**config.mk**
```make
export PLATFORM = sky130hd
export DESIGN_NAME = hack_word_tx
export DESIGN_NICKNAME = d
export VERILOG_FILES = /design/src/rtl/hack_word_tx.sv
export SDC_FILE = /design/constraint.sdc
export NUM_CORES = 1
export LEC_CHECK = 0
export CAP_MARGIN = 20
export CORE_MARGIN = 3
export CORE_UTILIZATION = 25
export CTS_CLUSTER_DIAMETER = 50
export CTS_CLUSTER_SIZE = 25
export DETAILED_ROUTE_END_ITERATION = 10
export GPL_ROUTABILITY_DRIVEN = 0
export MAX_ROUTING_LAYER = met4
export SYNTH_ARGS = -nofsm -noshare
export SYNTH_HDL_FRONTEND = slang
export SYNTH_SLANG_ARGS = --single-unit
```
**constraint.sdc**
```tcl
create_clock -name clk -period 4.8 [get_ports clk]
set_clock_uncertainty 0.1 [all_clocks]
set_input_delay 0.48 -clock clk [delete_from_list [all_inputs] [get_ports clk]]
set_output_delay 0.48 -clock clk [all_outputs]
set_load 0.03 [all_outputs]
```
**src/rtl/hack_word_tx.sv**
```systemverilog
// Word-to-serial transmitter: sends a WIDTH-bit word as WIDTH/8 UART-style byte
// frames (start 0, 8 data bits LSB first, stop 1), most-significant byte first.
module hack_word_tx #(
    parameter int WIDTH        = 16,
    parameter int CLKS_PER_BIT = 4
) (
    input  logic             clk,
    input  logic             rst_n,
    input  logic [WIDTH-1:0] in,
    input  logic             load,
    output logic             ready,
    output logic             tx,
    output logic [1:0]       state_o
);

    // Handshake: a word is accepted on a rising edge where load=1 and ready=1;
    // load while ready=0 is dropped, nothing is queued.

    typedef enum logic [1:0] {
        IDLE  = 2'd0,
        START = 2'd1,
        DATA  = 2'd2,
        STOP  = 2'd3
    } state_t;

    localparam int NBYTES = WIDTH / 8;
    localparam int CNT_W  = (CLKS_PER_BIT > 1) ? $clog2(CLKS_PER_BIT) : 1;
    localparam int BYTE_W = (NBYTES > 1) ? $clog2(NBYTES) : 1;
    localparam logic [CNT_W-1:0]  CNT_MAX  = CNT_W'(CLKS_PER_BIT - 1);
    localparam logic [BYTE_W-1:0] BYTE_MAX = BYTE_W'(NBYTES - 1);

    state_t             state_q, state_d;
    logic [CNT_W-1:0]   cnt_q, cnt_d;
    logic [2:0]         bit_q, bit_d;
    logic [BYTE_W-1:0]  byte_q, byte_d;
    logic [WIDTH-1:0]   shift_q, shift_d;
    logic               tx_q, tx_d;
    logic               ready_q, ready_d;
    logic               bit_end;
    logic [7:0]         cur_byte;

    assign bit_end = (cnt_q == CNT_MAX);

    always_ff @(posedge clk or negedge rst_n) begin
        if (!rst_n) begin
            state_q <= IDLE;
            cnt_q   <= '0;
            bit_q   <= '0;
            byte_q  <= '0;
            shift_q <= '0;
            tx_q    <= 1'b1;
            ready_q <= 1'b1;
        end else begin
            state_q <= state_d;
            cnt_q   <= cnt_d;
            bit_q   <= bit_d;
            byte_q  <= byte_d;
            shift_q <= shift_d;
            tx_q    <= tx_d;
            ready_q <= ready_d;
        end
    end

    always_comb begin
        state_d = state_q;
        cnt_d   = cnt_q;
        bit_d   = bit_q;
        byte_d  = byte_q;
        shift_d = shift_q;
        case (state_q)
            IDLE: begin
                if (load && ready_q) begin
                    state_d = START;
                    cnt_d   = '0;
                    bit_d   = '0;
                    byte_d  = '0;
                    shift_d = in;
                end
            end
            START: begin
                if (bit_end) begin
                    state_d = DATA;
                    cnt_d   = '0;
                    bit_d   = '0;
                end else begin
                    cnt_d = cnt_q + 1'b1;
                end
            end
            DATA: begin
                if (bit_end) begin
                    cnt_d = '0;
                    if (bit_q == 3'd7) begin
                        state_d = STOP;
                        bit_d   = '0;
                    end else begin
                        bit_d = bit_q + 3'd1;
                    end
                end else begin
                    cnt_d = cnt_q + 1'b1;
                end
            end
            STOP: begin
                if (bit_end) begin
                    cnt_d = '0;
                    if (byte_q == BYTE_MAX) begin
                        state_d = IDLE;
                        byte_d  = '0;
                    end else begin
                        // Next byte starts immediately; bring it to the top of the register.
                        state_d = START;
                        byte_d  = byte_q + 1'b1;
                        shift_d = shift_q << 8;
                    end
                end else begin
                    cnt_d = cnt_q + 1'b1;
                end
            end
            default: state_d = IDLE;
        endcase
    end

    // tx and ready are registered from the next state so they change on the same edge as the state.
    always_comb begin
        cur_byte = shift_d[WIDTH-1 -: 8];
        tx_d     = 1'b1;
        ready_d  = 1'b0;
        case (state_d)
            IDLE:    ready_d = 1'b1;
            START:   tx_d    = 1'b0;
            DATA:    tx_d    = cur_byte[bit_d];
            STOP:    tx_d    = 1'b1;
            default: tx_d    = 1'b1;
        endcase
    end

    assign tx      = tx_q;
    assign ready   = ready_q;
    assign state_o = state_q;

endmodule
```
==> results of run 1 <==
==> synthesized netlist by cell type, drive strengths merged (3+ instances only) <==
library cell,instances,share of area
a21boi,5,0.031
a21o,3,0.015
a21oi,4,0.013
a22o,3,0.019
a22oi,5,0.024
and2,3,0.014
and4b,4,0.027
buf,4,0.032
clkbuf,5,0.026
dfrtp,24,0.39
ha,8,0.065
inv,12,0.029
mux2i,3,0.019
nand2,24,0.058
nand2b,4,0.016
nand3,3,0.0097
o211ai,3,0.015
o21ai,18,0.058
==> power by group <==
| part | internal (W) | switching (W) | leakage (nW) |
|---|---|---|---|
| clock | 0.0000734 | 0.0000716 | 0.0288 |
| sequential | 0.000295 | 0.0000526 | 0.345 |
| combinational | 0.000194 | 0.000264 | 0.410 |
==> routing by layer <==
layer | up-vias | global-route usage | routed length [um]
met1 | 532 | 0.1254 | 1577
met5 | - | - | 0
met2 | 28 | 0.1502 | 1427
li1 | 599 | - | -
met4 | 0 | 0.03597 | 69
met3 | 7 | 0.01766 | 147
==> kinds of logic (layout without fill, tap and decap cells) <==
kind of cell,count (synthesis),count (layout),share of synthesized area
fa+ha+maj,8,8,0.06457
mux,4,4,0.02905
buf+inv,21,40,0.08716
simple gates,47,47,0.1655
flops,26,26,0.4213
compound gates,52,52,0.2324
==> registers in the layout (all words and copies together), names as in the netlist <==
signal	cells
ready	1
tx	1
state_o	2
cnt_q	2
bit_q	3
shift_q	16
byte_q	1
==> worst max path at each step <==
| stage | from | end | slack (ns) | cells after the start |
|---|---|---|---|---|
| floorplan | state_o[0] | tx | 1.88 | 10 |
| global placement | load | tx | 1.80 | 7 |
| detailed placement | load | tx | 1.77 | 7 |
| finish | state_o[0] | tx | 1.91 | 8 |
| CTS | state_o[0] | tx | 1.92 | 8 |
| global route | state_o[0] | tx | 1.75 | 8 |
==> metrics by stage <==
stage | setup slack, ns | utilization | std cells
floorplan | 1.878 | - | 158
detailed placement | 1.770 | 0.3004 | 248
CTS | 1.920 | 0.3097 | 252
global placement | 1.799 | 0.3004 | 248
global route | 1.748 | 0.3097 | 252
finish | 1.912 | 0.3097 | 252
==> layout make-up <==
| cell class | count | area [um2] |
|---|---|---|
| well taps | 75 | 93.84 |
| repair buffers | 24 | 235.2 |
| inverters | 12 | 45.04 |
| fillers | 647 | 4111 |
| multi-input cells | 111 | 762.0 |
| flip-flops and latches | 26 | 653.1 |
| clock buffers | 4 | 55.05 |
==> run_results.csv, run 1 <==
group,metric,value,unit
floorplan,initial_core_util,0.2603,
floorplan,die_area,7182,um2
clock_tree,cts.hold.buffers_added,0,
min_path,hold_end,"cnt_q[0]",
clock_tree,cts.repair.resized,0,
routing,wl_per_cell,12.79,um
global_routing,grt_overflow,0,
clock_tree,ctsLongestPathBuffers,2,
synthesis,synth_nets,185,
routing,dr.pass1.iters,4,
floorplan,num_io_pins,23,
timing,rsz0062_at_grt,"no",
timing,final_hold_viol_count,0,
synthesis,synth.avg_cell_area,9.812,um2
synthesis,ys_seq_elements,26,
global_routing,grt_max_degree,27,
synthesis,syn_area,1550,um2
critical_path,r2r_slack,1.91,ns
cells_and_area,final_area,1844,um2
routing,drc_errors,0,
synthesis,synth-edff-count,0,
timing,period_minus_slack,2.888,ns
cells_and_area,final_nets,205,
synthesis,synth_ff_type,"dfrtp_1",
min_path,hold_class,"reg -> reg",
floorplan,die_y,84.75,um
clock_tree,cts.clk_slew.worst_paths,0.09,ns
clock_tree,cts_tree,"built",
synthesis,seq_area_frac_synth,0.4213,
clock_tree,numClockSinks,26,
timing,setup_viol_count_final,0,
critical_path,rr_worst_depth,8,
timing,relSlewSlack,0.3872,
routing,drtIter0Drc,72,
floorplan,rows,28,
power_and_ir_drop,p_total,0.0009512,W
cells_and_area,synthToLayoutAreaGrowth,18.97,%
timing,tightest_slew,0.9131,ns
placed_design,dpl.hpwl,2369,um
timing,whs,0.3854,ns
routing,final_antenna_net_count,0,
cells_and_area,final_cell_mix,"nand2_1, dfrtp_1, clkdlybuf4s50_1",
global_routing,grt_pass1_wl,5478,um
global_routing,grt_use_total,0.09665,
timing,timing.fmax,346.3,MHz
global_routing,antenna_found_initial,0,
clock_tree,cts_made_buffers,3,
critical_path,critical_path_buf_inv_count,1,
min_path,hp-start,"cnt_q[0]",
placed_design,io_buffers,22,
power_and_ir_drop,vdd_drop_max,0.1406,mV
routing,vias_per_cell,4.627,
power_and_ir_drop,power_density,515.8,nW/um2
clock_tree,cts_max_level,1,
cells_and_area,n_antenna_cell,0,
flow_run,max-cap-violations,0,
critical_path,cp_max_fo,10,
critical_path,worstReg2RegStart,"state_o[0]",
critical_path,r2r-end,"tx",
timing,finalCritPeriodShare,0.6017,
min_path,whs_path_depth,1,
critical_path,required,4.91,ns
clock_tree,cts_setup_buffers,0,
clock_tree,root_buffer,"clkbuf_8",
critical_path,critPathKind,"reg -> reg",
critical_path,critPathArrivalTime,2.99,ns
floorplan,core_area,5956,um2
critical_path,slowest_delay,0.48,ns
routing,vias,1166,
global_routing,grt_pass1_vias,1145,
critical_path,critPathTopFamily,"compound AO/OA/AOI/OAI gates",
timing,slew_violations,0,
critical_path,end_kind,"flip-flop",
critical_path,crit_chain,"inv_1 > ha_1 > a21boi_4 > or3_4 > a21o_1 > mux2_4 > a221o_1 > o32a_1",
routing,wl,3222,um
placed_design,dpl_cell_area,1789,um2
clock_tree,clk_latency,0.27,ns
synthesis,async_flop_share,1.000,
critical_path,crit_slowest_cell,"dfrtp_1",
critical_path,start_kind,"flip-flop",
synthesis,yosysWarnings,0,
timing,tns,0,ns
floorplan,die_width,84.75,um
synthesis,synth_cell_types,45,
synthesis,synth_cells,158,
power_and_ir_drop,p_leak,0.7836,nW
outcome,status,"complete, no violations",
cells_and_area,drive_gt1_frac,0.1017,
Note: power is estimated with default switching activity, not from simulation.
==> run 2: changes to the inputs <==
- clock period: 4.8 -> 2.6 ns (I/O delays scaled with it)
==> run_results.csv, run 2 (synthesis gave the netlist of run 1 again) <==
group,metric,value,unit
outcome,status,"complete, no violations",
timing,rsz0062_at_grt,"no",
timing,slew_violations,0,
timing,whs,0.2502,ns
floorplan,rows,28,
power_and_ir_drop,p_sw,0.0007574,W
cells_and_area,final_nets,218,
global_routing,grt_overflow,0,
power_and_ir_drop,p_seq_frac,0.324,
routing,vias,1235,
critical_path,slowest_delay,0.44,ns
routing,wl_per_cell,12.57,um
cells_and_area,fin_util,0.3321,
critical_path,critPathKind,"reg -> reg",
routing,drc_errors,0,
critical_path,critPathArrivalTime,2.63,ns
critical_path,cp_max_fo,7,
power_and_ir_drop,power_density,1007,nW/um2
cells_and_area,n_antenna_cell,0,
flow_run,max-cap-violations,0,
clock_tree,clk_latency,0.28,ns
cells_and_area,drive_gt1_frac,0.2000,
cells_and_area,regMostFlops,"shift_q",
critical_path,crit_chain,"inv_2 > ha_1 > o21ba_1 > or3_4 > a21o_1 > mux2_4 > a221o_1 > o32a_1",
clock_tree,cts_tree,"built",
cells_and_area,layout_commonest_cell,"nand2_1",
critical_path,required,2.71,ns
global_routing,grt_use_total,0.1030,
routing,final_antenna_net_count,0,
timing,final_hold_viol_count,0,
cells_and_area,final_area,1978,um2
power_and_ir_drop,power_frac_comb,0.505,
clock_tree,cts.clk_slew.worst_paths,0.10,ns
power_and_ir_drop,p_total,0.001991,W
critical_path,critPathTopFamily,"compound AO/OA/AOI/OAI gates",
timing,tns,0,ns
floorplan,num_io_pins,23,
floorplan,die_width,84.75,um
cells_and_area,synthToLayoutAreaGrowth,27.60,%
routing,vias_per_cell,4.660,
critical_path,r2r_slack,0.08,ns
floorplan,die_area,7182,um2
clock_tree,root_buffer,"clkbuf_8",
clock_tree,cts_max_level,1,
cells_and_area,final_cell_mix,"nand2_1, dfrtp_1, clkdlybuf4s50_1",
clock_tree,cts.hold.buffers_added,0,
routing,drtIter0Drc,71,
power_and_ir_drop,swShare,0.3804,
critical_path,critical_path_buf_inv_count,1,
power_and_ir_drop,internal_power,0.001234,W
clock_tree,cts_made_buffers,3,
timing,period_minus_slack,2.518,ns
placed_design,dpl_cell_area,1879,um2
critical_path,end_kind,"flip-flop",
cells_and_area,reg_top3,"shift_q x16, bit_q x3",
power_and_ir_drop,p_leak,0.8487,nW
cells_and_area,largest_reg_flops,16,
global_routing,grt_max_degree,27,
min_path,hold_class,"in -> async",
placed_design,dpl.hpwl,2494,um
floorplan,core_area,5956,um2
clock_tree,numClockSinks,26,
floorplan,die_y,84.75,um
floorplan,initial_core_util,0.2603,
power_and_ir_drop,clockPowerShare,0.171,
timing,relSlewSlack,0.7144,
placed_design,io_buffers,22,
timing,tightest_slew,0.4246,ns
critical_path,start_kind,"flip-flop",
critical_path,crit_slowest_cell,"dfrtp_2",
timing,setup_viol_count_final,0,
global_routing,grt_pass1_vias,1276,
global_routing,grt_pass1_wl,5954,um
power_and_ir_drop,vdd_drop_max,0.3158,mV
timing,timing.fmax,397.2,MHz
routing,wl,3332,um
timing,finalCritPeriodShare,0.9684,
routing,dr.pass1.iters,4,
global_routing,antenna_found_initial,0,
clock_tree,ctsLongestPathBuffers,2,
run 2: path summary, 6_finish.rpt:
check / from / end / depth (start not counted)
min: rst_n / state_o[0] / 2
max in group asynchronous: rst_n / ready / 2
min reg2reg: shift_q[4] / shift_q[4] / 2
max: state_o[1] / tx / 8
min in group clk: shift_q[4] / shift_q[4] / 2
max reg2reg: state_o[1] / tx / 8
run 2: worst register-to-register path, cell delays in order (launching register included):
cell	delay (ns)
dfrtp_2	0.44
inv_2	0.07
ha_1	0.21
o21ba_1	0.18
or3_4	0.37
a21o_1	0.19
mux2_4	0.29
a221o_1	0.29
o32a_1	0.30
run 2: layout make-up:
cell class,count,area [um2]
multi-input combinational,111,779.5
fill,634,3978
sequential,26,655.6
timing repair buffer,37,332.8
inverter,12,45.04
tap,75,93.84
clock inverter,1,30.03
clock buffer,3,41.29
run 2: power by group through the flow:
stage | clock, W | combinational [W] | sequential (W)
after global placement | 0 | 0.000974 | 0.000652
after floorplan | 0 | 0.000659 | 0.000680
after CTS | 0.000349 | 0.000977 | 0.000651
after global routing | 0.000367 | 0.00112 | 0.000670
final | 0.000340 | 0.00101 | 0.000645
after detailed placement | 0 | 0.000971 | 0.000659
run 2: what timing repair did:
item,CTS,global route
buffers inserted,0,3
resized for setup,0,2
setup endpoints to repair,0,1
run 2: routing by layer:
metal  track usage  vias up  wire length [um]  part of all wire
li1              -      630                 -                 -
met1        0.1406      576              1660              0.50
met2        0.1587       23              1517              0.46
met3       0.01570        6                98             0.029
met4       0.02878        0                55             0.017
met5             -        -                 0                 0
run 2: through the flow:
step | cells | setup WS (ns)
floorplan | 158 | -0.05452
global route | 265 | 0.009119
detailed placement | 258 | 0.04284
global placement | 258 | 0.1214
finish | 265 | 0.08212
CTS | 262 | 0.02409
==> run 3: changes to the inputs <==
- CORE_UTILIZATION: 25 -> 43
- PLACE_DENSITY: default -> 0.68
==> run_results.csv, run 3 (synthesis gave the netlist of run 1 again) <==
group,metric,value,unit
critical_path,r2r_slack,0.04,ns
cells_and_area,synthToLayoutAreaGrowth,21.71,%
routing,vias_per_cell,5.369,
clock_tree,cts.clk_slew.worst_paths,0.15,ns
global_routing,grt_pass1_vias,1258,
timing,period_minus_slack,2.560,ns
critical_path,cp_max_fo,6,
critical_path,rr_worst_depth,8,
flow_run,max-cap-violations,0,
floorplan,initial_core_util,0.4538,
power_and_ir_drop,p_seq_frac,0.353,
placed_design,io_buffers,22,
cells_and_area,final-seq-area,655.6,um2
cells_and_area,layoutNonFillerInstCount,233,
power_and_ir_drop,clockPowerShare,0.115,
global_routing,grt_use_total,0.1751,
clock_tree,cts_tree,"built",
critical_path,required,2.78,ns
cells_and_area,final_cell_mix,"nand2_1, dfrtp_1, clkdlybuf4s50_1",
global_routing,grt_max_degree,27,
clock_tree,numClockSinks,26,
timing,relSlewSlack,0.4158,
timing,finalCritPeriodShare,0.9848,
floorplan,num_io_pins,23,
timing,setup_viol_count_final,0,
critical_path,critPathKind,"reg -> reg",
routing,wl_per_cell,14.91,um
cells_and_area,regMostFlops,"shift_q",
power_and_ir_drop,power_frac_comb,0.532,
min_path,hold_class,"in -> async",
timing,timing.fmax,390.6,MHz
critical_path,r2r-end,"tx",
routing,drtIter0Drc,54,
timing,slew_violations,0,
floorplan,die_width,66.05,um
critical_path,worstReg2RegStart,"state_o[1]",
routing,drc_errors,0,
routing,final_antenna_net_count,0,
critical_path,worstSetupStartpoint,"state_o[1]",
power_and_ir_drop,p_leak,0.8182,nW
clock_tree,root_buffer,"clkbuf_4",
clock_tree,cts_max_level,1,
global_routing,grt_overflow,0,
timing,tightest_slew,0.8705,ns
floorplan,rows,21,
clock_tree,ctsLongestPathBuffers,2,
floorplan,die_area,4362,um2
floorplan,die_y,66.05,um
global_routing,grt_pass1_wl,5720,um
cells_and_area,drive_gt1_frac,0.1872,
critical_path,critPathArrivalTime,2.74,ns
outcome,status,"complete, no violations",
cells_and_area,largest_reg_flops,16,
timing,setup_ws,0.03962,ns
clock_tree,cts.hold.buffers_added,0,
clock_tree,cts_made_buffers,3,
routing,wl,3473,um
timing,tns,0,ns
routing,dr.pass1.iters,4,
timing,final_hold_viol_count,0,
floorplan,core_area,3416,um2
cells_and_area,fillers,325,
routing,vias,1251,
critical_path,end_kind,"flip-flop",
clock_tree,clk_latency,0.33,ns
cells_and_area,reg_top3,"shift_q x16, bit_q x3",
placed_design,dpl.hpwl,2534,um
cells_and_area,n_antenna_cell,0,
cells_and_area,final_nets,215,
cells_and_area,multi_input_comb_area,782.0,um2
cells_and_area,layout_commonest_cell,"nand2_1",
power_and_ir_drop,p_sw,0.0007546,W
power_and_ir_drop,p_total,0.001843,W
global_routing,antenna_found_initial,0,
power_and_ir_drop,internal_power,0.001088,W
placed_design,pre_cts_ws,0.05475,ns
power_and_ir_drop,power_density,976.8,nW/um2
critical_path,start_kind,"flip-flop",
power_and_ir_drop,swShare,0.4094,
placed_design,post-place-cells,226,
power_and_ir_drop,vdd_drop_max,0.3946,mV
run 3: power by group through the flow:
stage | logic [W] | registers (W) | clock network, W
final | 0.000981 | 0.000650 | 0.000212
after global routing | 0.00109 | 0.000670 | 0.000236
after CTS | 0.000952 | 0.000649 | 0.000217
after detailed placement | 0.000945 | 0.000656 | 0
after global placement | 0.000915 | 0.000649 | 0
after floorplan | 0.000659 | 0.000680 | 0
run 3: worst max-delay path: stages (launching register included):
cell and delay, ns:
dfrtp_2 0.46, inv_2 0.08, ha_1 0.22, o21ba_1 0.17, or3_4 0.38, a21o_1 0.22, mux2_4 0.29, a221o_1 0.29
o32a_1 0.29
run 3: timing repair:
item,in CTS,in global routing
buffers inserted,0,3
resized for setup,0,3
setup endpoints to repair,0,1
run 3: worst max-delay path by stage:
stage / end / slack, ns / depth (start not counted)
6_report: tx / 0.04 / 8
3_3_place_gp: tx / 0.09 / 8
2_1_floorplan: tx / -0.05 / 10
5_1_grt: tx / -0.03 / 8
3_5_place_dp: tx / 0.05 / 8
4_1_cts: tx / 0.02 / 8
run 3: final cells by class:
| type | count | area share |
|---|---|---|
| Clock buffer | 4 | 0.01923 |
| Multi-Input combinational cell | 111 | 0.4145 |
| Tap cell | 46 | 0.03050 |
| Inverter | 12 | 0.02387 |
| Timing Repair Buffer | 34 | 0.1645 |
| Sequential cell | 26 | 0.3475 |
run 3: metrics by stage:
stage | utilization | cell area [um2] | hold slack [ns]
6_report | 0.5524 | 1887 | 0.1730
5_1_grt | 0.5524 | 1887 | 0.1723
4_1_cts | 0.5436 | 1857 | 0.1726
3_5_place_dp | 0.5330 | 1821 | 0.3770
3_3_place_gp | 0.5330 | 1821 | 0.3645
2_1_floorplan | - | 1565 | -0.1356
run 3: per-layer routing:
layer | wire [um] | global-route usage | vias up
met2 | 1663 | 0.2791 | 25
met4 | 51 | 0.06091 | 0
met3 | 116 | 0.01701 | 5
met5 | 0 | - | -
li1 | - | - | 621
met1 | 1642 | 0.2337 | 600
